<file path="src/rtl/fifo_write_arbiter.sv">
// Round-robin write arbiter in front of a shared 4-bit FIFO.
// One owner at a time writes up to BURST_MAX beats, then yields.
module fifo_write_arbiter #(
    parameter int NREQ      = 4,
    parameter int BURST_MAX = 2
) (
    input  logic              clk,
    input  logic              reset,
    input  logic [NREQ-1:0]   req,
    input  logic [4*NREQ-1:0] req_data,
    output logic [NREQ-1:0]   ack,
    input  logic              fifo_full,
    output logic              fifo_write_en,
    output logic [3:0]        fifo_data_in,
    output logic              grant_valid,
    output logic [1:0]        grant_id
);

    typedef enum logic {
        IDLE = 1'b0,
        OWN  = 1'b1
    } state_e;

    state_e     state_q;
    state_e     state_d;
    logic [1:0] grant_id_q;
    logic [1:0] grant_id_d;
    logic [2:0] beat_cnt_q;
    logic [2:0] beat_cnt_d;
    logic [1:0] rr_ptr_q;
    logic [1:0] rr_ptr_d;

    logic       pick_found;
    logic [1:0] pick_idx;
    logic [1:0] cand;
    logic       own_req;
    logic [3:0] own_data;
    logic       beat_ok;
    logic       last_beat;

    // Owner view: its request, its data slice, and whether a beat lands now.
    always_comb begin
        own_req   = req[grant_id_q];
        own_data  = req_data[{grant_id_q, 2'b00} +: 4];
        beat_ok   = (state_q == OWN) && own_req && !fifo_full;
        last_beat = (beat_cnt_q == 3'(BURST_MAX - 1));
    end

    // Round-robin search starting just above the last owner.
    always_comb begin
        pick_found = 1'b0;
        pick_idx   = rr_ptr_q;
        cand       = rr_ptr_q;
        for (int k = 1; k <= 4; k++) begin
            cand = rr_ptr_q + 2'(k);
            if (!pick_found && req[cand]) begin
                pick_found = 1'b1;
                pick_idx   = cand;
            end
        end
    end

    // Next-state and write-side outputs.
    always_comb begin
        state_d       = state_q;
        grant_id_d    = grant_id_q;
        beat_cnt_d    = beat_cnt_q;
        rr_ptr_d      = rr_ptr_q;
        ack           = '0;
        fifo_write_en = 1'b0;
        fifo_data_in  = 4'h0;
        unique case (state_q)
            IDLE: begin
                if (pick_found) begin
                    grant_id_d = pick_idx;
                    beat_cnt_d = 3'd0;
                    state_d    = OWN;
                end
            end
            OWN: begin
                fifo_data_in = own_data;
                if (beat_ok) begin
                    ack[grant_id_q] = 1'b1;
                    fifo_write_en   = 1'b1;
                    beat_cnt_d      = beat_cnt_q + 3'd1;
                end
                if ((beat_ok && last_beat) || !own_req) begin
                    rr_ptr_d = grant_id_q;
                    state_d  = IDLE;
                end
            end
            default: begin
                state_d = IDLE;
            end
        endcase
    end

    // State registers; pointer resets to 3 so requester 0 wins first.
    always_ff @(posedge clk or negedge reset) begin
        if (!reset) begin
            state_q    <= IDLE;
            grant_id_q <= 2'd0;
            beat_cnt_q <= 3'd0;
            rr_ptr_q   <= 2'd3;
        end else begin
            state_q    <= state_d;
            grant_id_q <= grant_id_d;
            beat_cnt_q <= beat_cnt_d;
            rr_ptr_q   <= rr_ptr_d;
        end
    end

    assign grant_valid = (state_q == OWN);
    assign grant_id    = grant_id_q;

endmodule

</file>
<file path="config.mk">
export PLATFORM = sky130hd
export DESIGN_NAME = fifo_write_arbiter
export DESIGN_NICKNAME = d
export VERILOG_FILES = /design/src/rtl/fifo_write_arbiter.sv
export SDC_FILE = /design/constraint.sdc
export NUM_CORES = 1
export LEC_CHECK = 0
export ABC_AREA = 1
export CELL_PAD_IN_SITES_DETAIL_PLACEMENT = 1
export CELL_PAD_IN_SITES_GLOBAL_PLACEMENT = 2
export CORE_MARGIN = 2
export CORE_UTILIZATION = 20
export CTS_CLUSTER_DIAMETER = 150
export CTS_CLUSTER_SIZE = 10
export DETAILED_ROUTE_END_ITERATION = 7
export PLACE_DENSITY = 0.88
export SLEW_MARGIN = 20
export SYNTH_ARGS = -nofsm -noshare
export SYNTH_HDL_FRONTEND = slang
export SYNTH_SLANG_ARGS = --single-unit
</file>
<file path="constraint.sdc">
create_clock -name clk -period 1.4 [get_ports clk]
set_input_delay 0.21 -clock clk [delete_from_list [all_inputs] [get_ports clk]]
set_output_delay 0.21 -clock clk [all_outputs]
set_load 0.01 [all_outputs]
</file>
==> flow_summary.json <==
{
  "synth_compound_area_share_pct": 10.9,
  "failed_checks": "negative setup slack",
  "setup_viol_count_final": 17,
  "vias": 1137,
  "synth_most_common_cell": "nand2_1",
  "synthCells": 126,
  "yosysSeqAreaShare_pct": 23.6,
  "cts_num_sinks": 8,
  "cts_buffer_depth": 2,
  "worstPathArrival_ns": 1.49,
  "fin_area_um2": 1650,
  "clock_skew_ns": 0.00120,
  "clkSlewWorstSetupHoldPaths_ns": 0.04,
  "cp-end-kind": "output port",
  "holdBufCountCts": 0,
  "insertion_delay_ns": 0.23,
  "fmax_ghz": 0.588,
  "numCtsBuffers": 3,
  "syn-num-nets": 151,
  "ant_nets": 0,
  "grtUsageMet3_pct": 1.16,
  "wl_per_cell_um": 14.9,
  "first_global_vias": 1290,
  "outcome": "finished, violations left",
  "yosys_most_used_dff": "dfrtp_1",
  "synth_seq_cells": 8,
  "synthMuxAreaShare_pct": 0,
  "post_drt_via_cell_ratio": 4.58,
  "grt_max_degree": 9,
  "finalNetCount": 225,
  "grt_pass1_wl_um": 6060,
  "whs_ns": 0.272,
  "required_ns": 1.19,
  "core_um2": 4060,
  "first_pass_iters": 4,
  "synthSimpleGateAreaFrac_pct": 49.5,
  "synth.area.top_cells": "nand2_1, dfrtp_1, nand3_1",
  "die_area_um2": 4840,
  "p_leak_uw": 0.000811,
  "synth_top_area_share_pct": 18.8,
  "hold_viol_final": 0,
  "hold_class": "in2async",
  "max-vdd-ir-drop_uv": 878,
  "drc": 0,
  "area_delta_synth_final_pct": 91.6,
  "max_slew_margin_pct": 74.1,
  "busiest_layer": "met2",
  "syn_avg_cell_area_um2": 6.82,
  "powerDensity_nw_per_um2": 2040,
  "ff_latch_area_um2": 205,
  "synth_fa_ha_area_share_pct": 2.91,
  "port_buffers": 34,
  "synth_edf_count": 0,
  "syn_area_um2": 860,
  "crit_type": "reg2out",
  "use_met1_pct": 16.3,
  "start_kind": "flip-flop",
  "root_buffer": "clkbuf_8",
  "gp_congestion": 0.809,
  "synthTopCellsByCount": "nand2_1, nand3_1, inv_1",
  "hpwl_um": 2820,
  "multi_input_area_um2": 661,
  "power_uw": 3360,
  "maxCapViolCount": 0,
  "drt_iter0_drc": 26,
  "fp.dieH_um": 69.6,
  "worst_pin_slew_ns": 0.388,
  "grt_util_met2_pct": 30.8,
  "rsz0062_at_grt": "true",
  "drive_gt1_share_pct": 52.0,
  "rows": 23,
  "postRouteWirelength_um": 3690,
  "io-pin-count": 35,
  "finalCriticalPeriod_ns": 1.70,
  "grtUsageTotal_pct": 15.7,
  "yosysWarnings": 0,
  "path_max_fanout": 6,
  "setup_slack_ns": -0.302,
  "num-fill-cells": 499,
  "netlist.top_cell.by_area": "nand2_1",
  "placed_cell_area_um2": 1450,
  "diodes": 0,
  "synth-xor-area-share_pct": 0,
  "synth_top_family_by_area": "simple AND/OR/NAND/NOR gates",
  "async_flop_share_pct": 100,
  "fp.dieW_um": 69.6,
  "h-tree-depth": 1,
  "cts_tree": "built",
  "min_period_over_period_pct": 122,
  "synth_cell_types": 25,
  "grt_overflow": 0,
  "antenna_found_initial": 0,
  "start_util_pct": 21.2,
  "dp_slack_ns": -0.627,
  "report.final.slew_viol_count": 0
}
## cells in the final DEF (no fill, tap or decap), types with 2 or more instances in the layout
master           instances
buf_4                   34
nand2_1                 33
clkdlybuf4s50_1         22
nand2_2                 15
inv_1                   12
nand3_1                  9
buf_2                    8
nand3_2                  6
buf_6                    6
nand2_4                  5
inv_2                    4
nor2_4                   4
a22oi_2                  4
a31oi_1                  4
dfrtp_1                  4
clkbuf_8                 3
nor3_2                   2
nor3_4                   2
o21ai_2                  2
a21oi_1                  2
o21ai_1                  2
ha_1                     2
dfrtp_2                  2
dlygate4sd2_1            2
dfstp_2                  2
## flip-flops by register name, summed over array words and instances, names as in the netlist
| name | cells |
|---|---|
| beat_cnt_q | 3 |
| grant_valid | 1 |
| rr_ptr_q | 2 |
| grant_id | 2 |
## path summary, 6_finish.rpt
kind,cells after the start,slack [ns],endpoint,startpoint
max,7,-0.30,ack[1],grant_id[0]
max in group asynchronous,1,0.81,rr_ptr_q[1],reset
min reg2reg,2,0.53,beat_cnt_q[1],beat_cnt_q[1]
max reg2reg,11,-0.14,grant_id[0],rr_ptr_q[0]
min in group clk,2,0.53,beat_cnt_q[1],beat_cnt_q[1]
min,1,0.27,beat_cnt_q[1],reset
## final cells by class
cell class	count	area share [%]
Sequential cell	8	12.5
Tap cell	50	3.80
Clock buffer	3	2.51
Inverter	17	4.33
Timing Repair Buffer	73	36.8
Multi-Input combinational cell	97	40.1
## logic make-up after synthesis
| kind of cell | after synthesis |
|---|---|
| compound gates | 15 |
| fa+ha+maj | 2 |
| buf+inv | 21 |
| flops | 8 |
| simple gates | 80 |
## repair_timing
action,in CTS,in global routing
gates resized for setup,67,13
endpoints found under the setup margin,20,18
pin swaps,5,6
hold endpoints to repair,0,0
buffers inserted,8,2
## critical path: stages (launching register included)
cell	delay, ns
dfrtp_2	0.44
buf_6	0.15
nor2_4	0.13
nand2_2	0.08
nand4_4	0.08
nand2_4	0.10
nor3_4	0.13
buf_2	0.15
## per-layer routing
| layer | up-vias | part of all wire, % |
|---|---|---|
| met4 | 0 | 3.3 |
| met3 | 12 | 2.2 |
| met2 | 24 | 56 |
| met1 | 548 | 38 |
| met5 | - | 0 |
| li1 | 553 | - |
## report_power, final
part | internal, µW | leakage [µW] | switching, µW
combinational | 1200 | 0.000694 | 1380
sequential | 349 | 0.0000959 | 147
clock | 186 | 0.0000216 | 93.0
total | 1740 | 0.000811 | 1620
## per-stage QoR
| stage | setup TNS [ns] | instances | utilization [%] |
|---|---|---|---|
| final | -3.02 | 248 | 40.6 |
| after CTS | -2.95 | 246 | 39.3 |
| after global placement | -5.52 | 236 | 35.6 |
| after global routing | -4.54 | 248 | 40.6 |
| after detailed placement | -6.55 | 236 | 35.6 |
| after floorplan | -0.166 | 126 | - |
No activity file was read; power rests on OpenSTA's default activity.
==> RTL change: new RTL, same flow settings <==
Set the parameter `NREQ` to 2 (it was 4).
--- a/src/rtl/fifo_write_arbiter.sv
+++ b/src/rtl/fifo_write_arbiter.sv
@@ -2,5 +2,5 @@
 // One owner at a time writes up to BURST_MAX beats, then yields.
 module fifo_write_arbiter #(
-    parameter int NREQ      = 4,
+    parameter int NREQ      = 2,
     parameter int BURST_MAX = 2
 ) (
Ports: changed (resized ack, req and req_data); port bits go from 35 to 23. No check against the original RTL was run, so the function may have changed too.
==> RTL change against the original RTL <==
  * Worst setup slack gained 0.19 ns
  * Sequential power shrank 4.0%
  * Total power shrank 41%
  * Final cell count shrank 40%
  * The run still ends with negative setup slack left
  * Combinational power shrank 50%
  * Design area shrank 40%
  * Die area shrank 35%
  * Synthesized area shrank 37%
  * First-iteration DRC count shrank 81%
  * Wire length shrank 47%
  * Sequential cell count is the same
  * Clock power shrank 22%
==> RTL change: results (changes against the original RTL) <==
| Metric | Value |
|---|---|
| Status | `complete, but fails checks (unchanged)` |
| Vias per cell | `4.59 (was 4.58)` |
| Met3 WL | `110 µm (was 80 µm)` |
| Setup total negative slack | `-0.553 ns (was -3.02 ns)` |
| Worst path max stage delay | `0.41 ns (was 0.44 ns)` |
| Placed Cells | `140 (was 236)` |
| Violated checks | `negative setup slack (unchanged)` |
| Total CTS buffers | `3 (unchanged)` |
| Async S/R FF share, synth | `100% (unchanged)` |
| Worst path arrival time | `1.30 ns (was 1.49 ns)` |
| VDD IR-drop max | `0.856 mV (was 0.878 mV)` |
| Grt met3 use | `3.26% (was 1.16%)` |
| Placement Setup Slack | `-0.519 ns (was -0.627 ns)` |
| Met1 wire length | `843 µm (was 1410 µm)` |
| Met1 Resource Use GR | `15.2% (was 16.3%)` |
| Crit path max-delay family | `buffers and inverters (was simple AND/OR/NAND/NOR gates)` |
| Routed wl met2 | `974 µm (was 2080 µm)` |
| Synth Instances | `74 (was 126)` |
| Port Buffer Count | `22 (was 34)` |
| Largest net degree at the start of global routing | `10 (was 9)` |
| WHS | `0.233 ns (was 0.272 ns)` |
| TritonRoute pass-1 iters | `4 (unchanged)` |
| Maximum fanout along the worst path | `5 (was 6)` |
| Tot GR Track Use | `13.2% (was 15.7%)` |
| Fill count | `331 (was 499)` |
| Slew HR | `71.4% (was 74.1%)` |
| 1st-iter DRT viols | `5 (was 26)` |
| Setup violators final | `6 (was 17)` |
| DP Area | `898 µm² (was 1450 µm²)` |
| Share of layout cells above drive strength 1 | `43.2% (was 52.0%)` |
| First-pass GRT wire length | `3170 µm (was 6060 µm)` |
| Reg2reg end | `rr_ptr_q[0] (was grant_id[0])` |
| Hpwl dp | `1420 µm (was 2820 µm)` |
| Vias in the first global route | `721 (was 1290)` |
| Commonest cells post-synth | `17 x nand2_1, 14 x nand3_1, 7 x inv_1 (was 43 x nand2_1, 14 x nand3_1, 13 x inv_1)` |
| Synth unique cells | `20 (was 25)` |
| Worst-path clk slew | `0.07 ns (was 0.04 ns)` |
| Worst Skew | `0.00562 ns (was 0.00120 ns)` |
| Worst-Skew Late Latency | `0.28 ns (was 0.23 ns)` |
| Fin worst setup slack | `-0.115 ns (was -0.302 ns)` |
| Worst R2R Setup Slack | `0.08 ns (was -0.14 ns)` |
| Met2 Usage GRT | `22.3% (was 30.8%)` |
| Global placer's final weighted congestion | `0.817 (was 0.809)` |
| Layout Nets | `134 (was 225)` |
| R2r worst-path depth | `9 (was 11)` |
| Synthesized Nets | `89 (was 151)` |
| Leak | `0.000488 µW (was 0.000811 µW)` |
| CTS root buf | `clkbuf_4 (was clkbuf_8)` |
| Top cells by area, synth | `dfrtp_1 28%, nand3_1 13%, nand2_1 12% (was nand2_1 19%, dfrtp_1 17%, nand3_1 8.2%)` |
| Routed wire length | `1960 µm (was 3690 µm)` |
| Sequential area share after synthesis | `37.6% (was 23.6%)` |
| ANT cells | `0 (unchanged)` |
| Routed len/inst | `13.3 µm (was 14.9 µm)` |
-- RTL change: cell count changes in the layout (fill, tap and decap cells not counted), sizes merged, moves of 2 or more --
cell / delta
clkdlybuf4s50: -10
a21oi: +4
inv: -8
a31oi: -4
nand2: -34
a22oi: -4
nor2: -2
buf: -21
-- RTL change: cell families (layout without fill, tap and decap cells) --
family	after synthesis	count (layout)	share of synthesized area (%)
flops	8	8	37.6
fa+ha+maj	2	2	4.64
buf+inv	12	56	10.4
compound gates	11	11	10.7
simple gates	41	41	36.7
-- RTL change: cell type report --
type                            count  area (µm²)  share of cell area, %
Multi-Input combinational cell     54         325                   33.1
Inverter                           11        48.8                   4.96
Sequential cell                     8         204                   20.7
Timing Repair Buffer               41         342                   34.7
Clock buffer                        4        26.3                   2.67
Tap cell                           30        37.5                   3.82
-- RTL change: worst max-delay path by stage --
stage	end	slack, ns	cells past startpoint
6_report	ack[1]	-0.11	5
5_1_grt	fifo_data_in[2]	-0.18	5
4_1_cts	ack[0]	-0.13	4
3_5_place_dp	ack[0]	-0.52	6
3_3_place_gp	ack[0]	-0.42	6
2_1_floorplan	ack[0]	0.07	6
-- RTL change: repair_timing --
| action | 4_1_cts | 5_1_grt |
|---|---|---|
| pin swaps | 4 | 2 |
| buffers inserted | 3 | 1 |
| endpoints found under the hold margin | 0 | 0 |
| gates resized for setup | 43 | 9 |
| endpoints found under the setup margin | 10 | 7 |
-- RTL change: worst reg2reg max path: stages (launching register included) --
cell     delay [ns]
dfrtp_2        0.44
nand2_1        0.10
nand2_2        0.08
buf_4          0.13
buf_4          0.12
buf_4          0.12
nand2_2        0.08
nand2_1        0.08
nand2_1        0.06
nand2_1        0.05
-- RTL change: report_power, final --
group          internal (µW)  switching (µW)
Sequential               366             110
Combinational            631             665
Clock                    111             106
Total                   1110             881
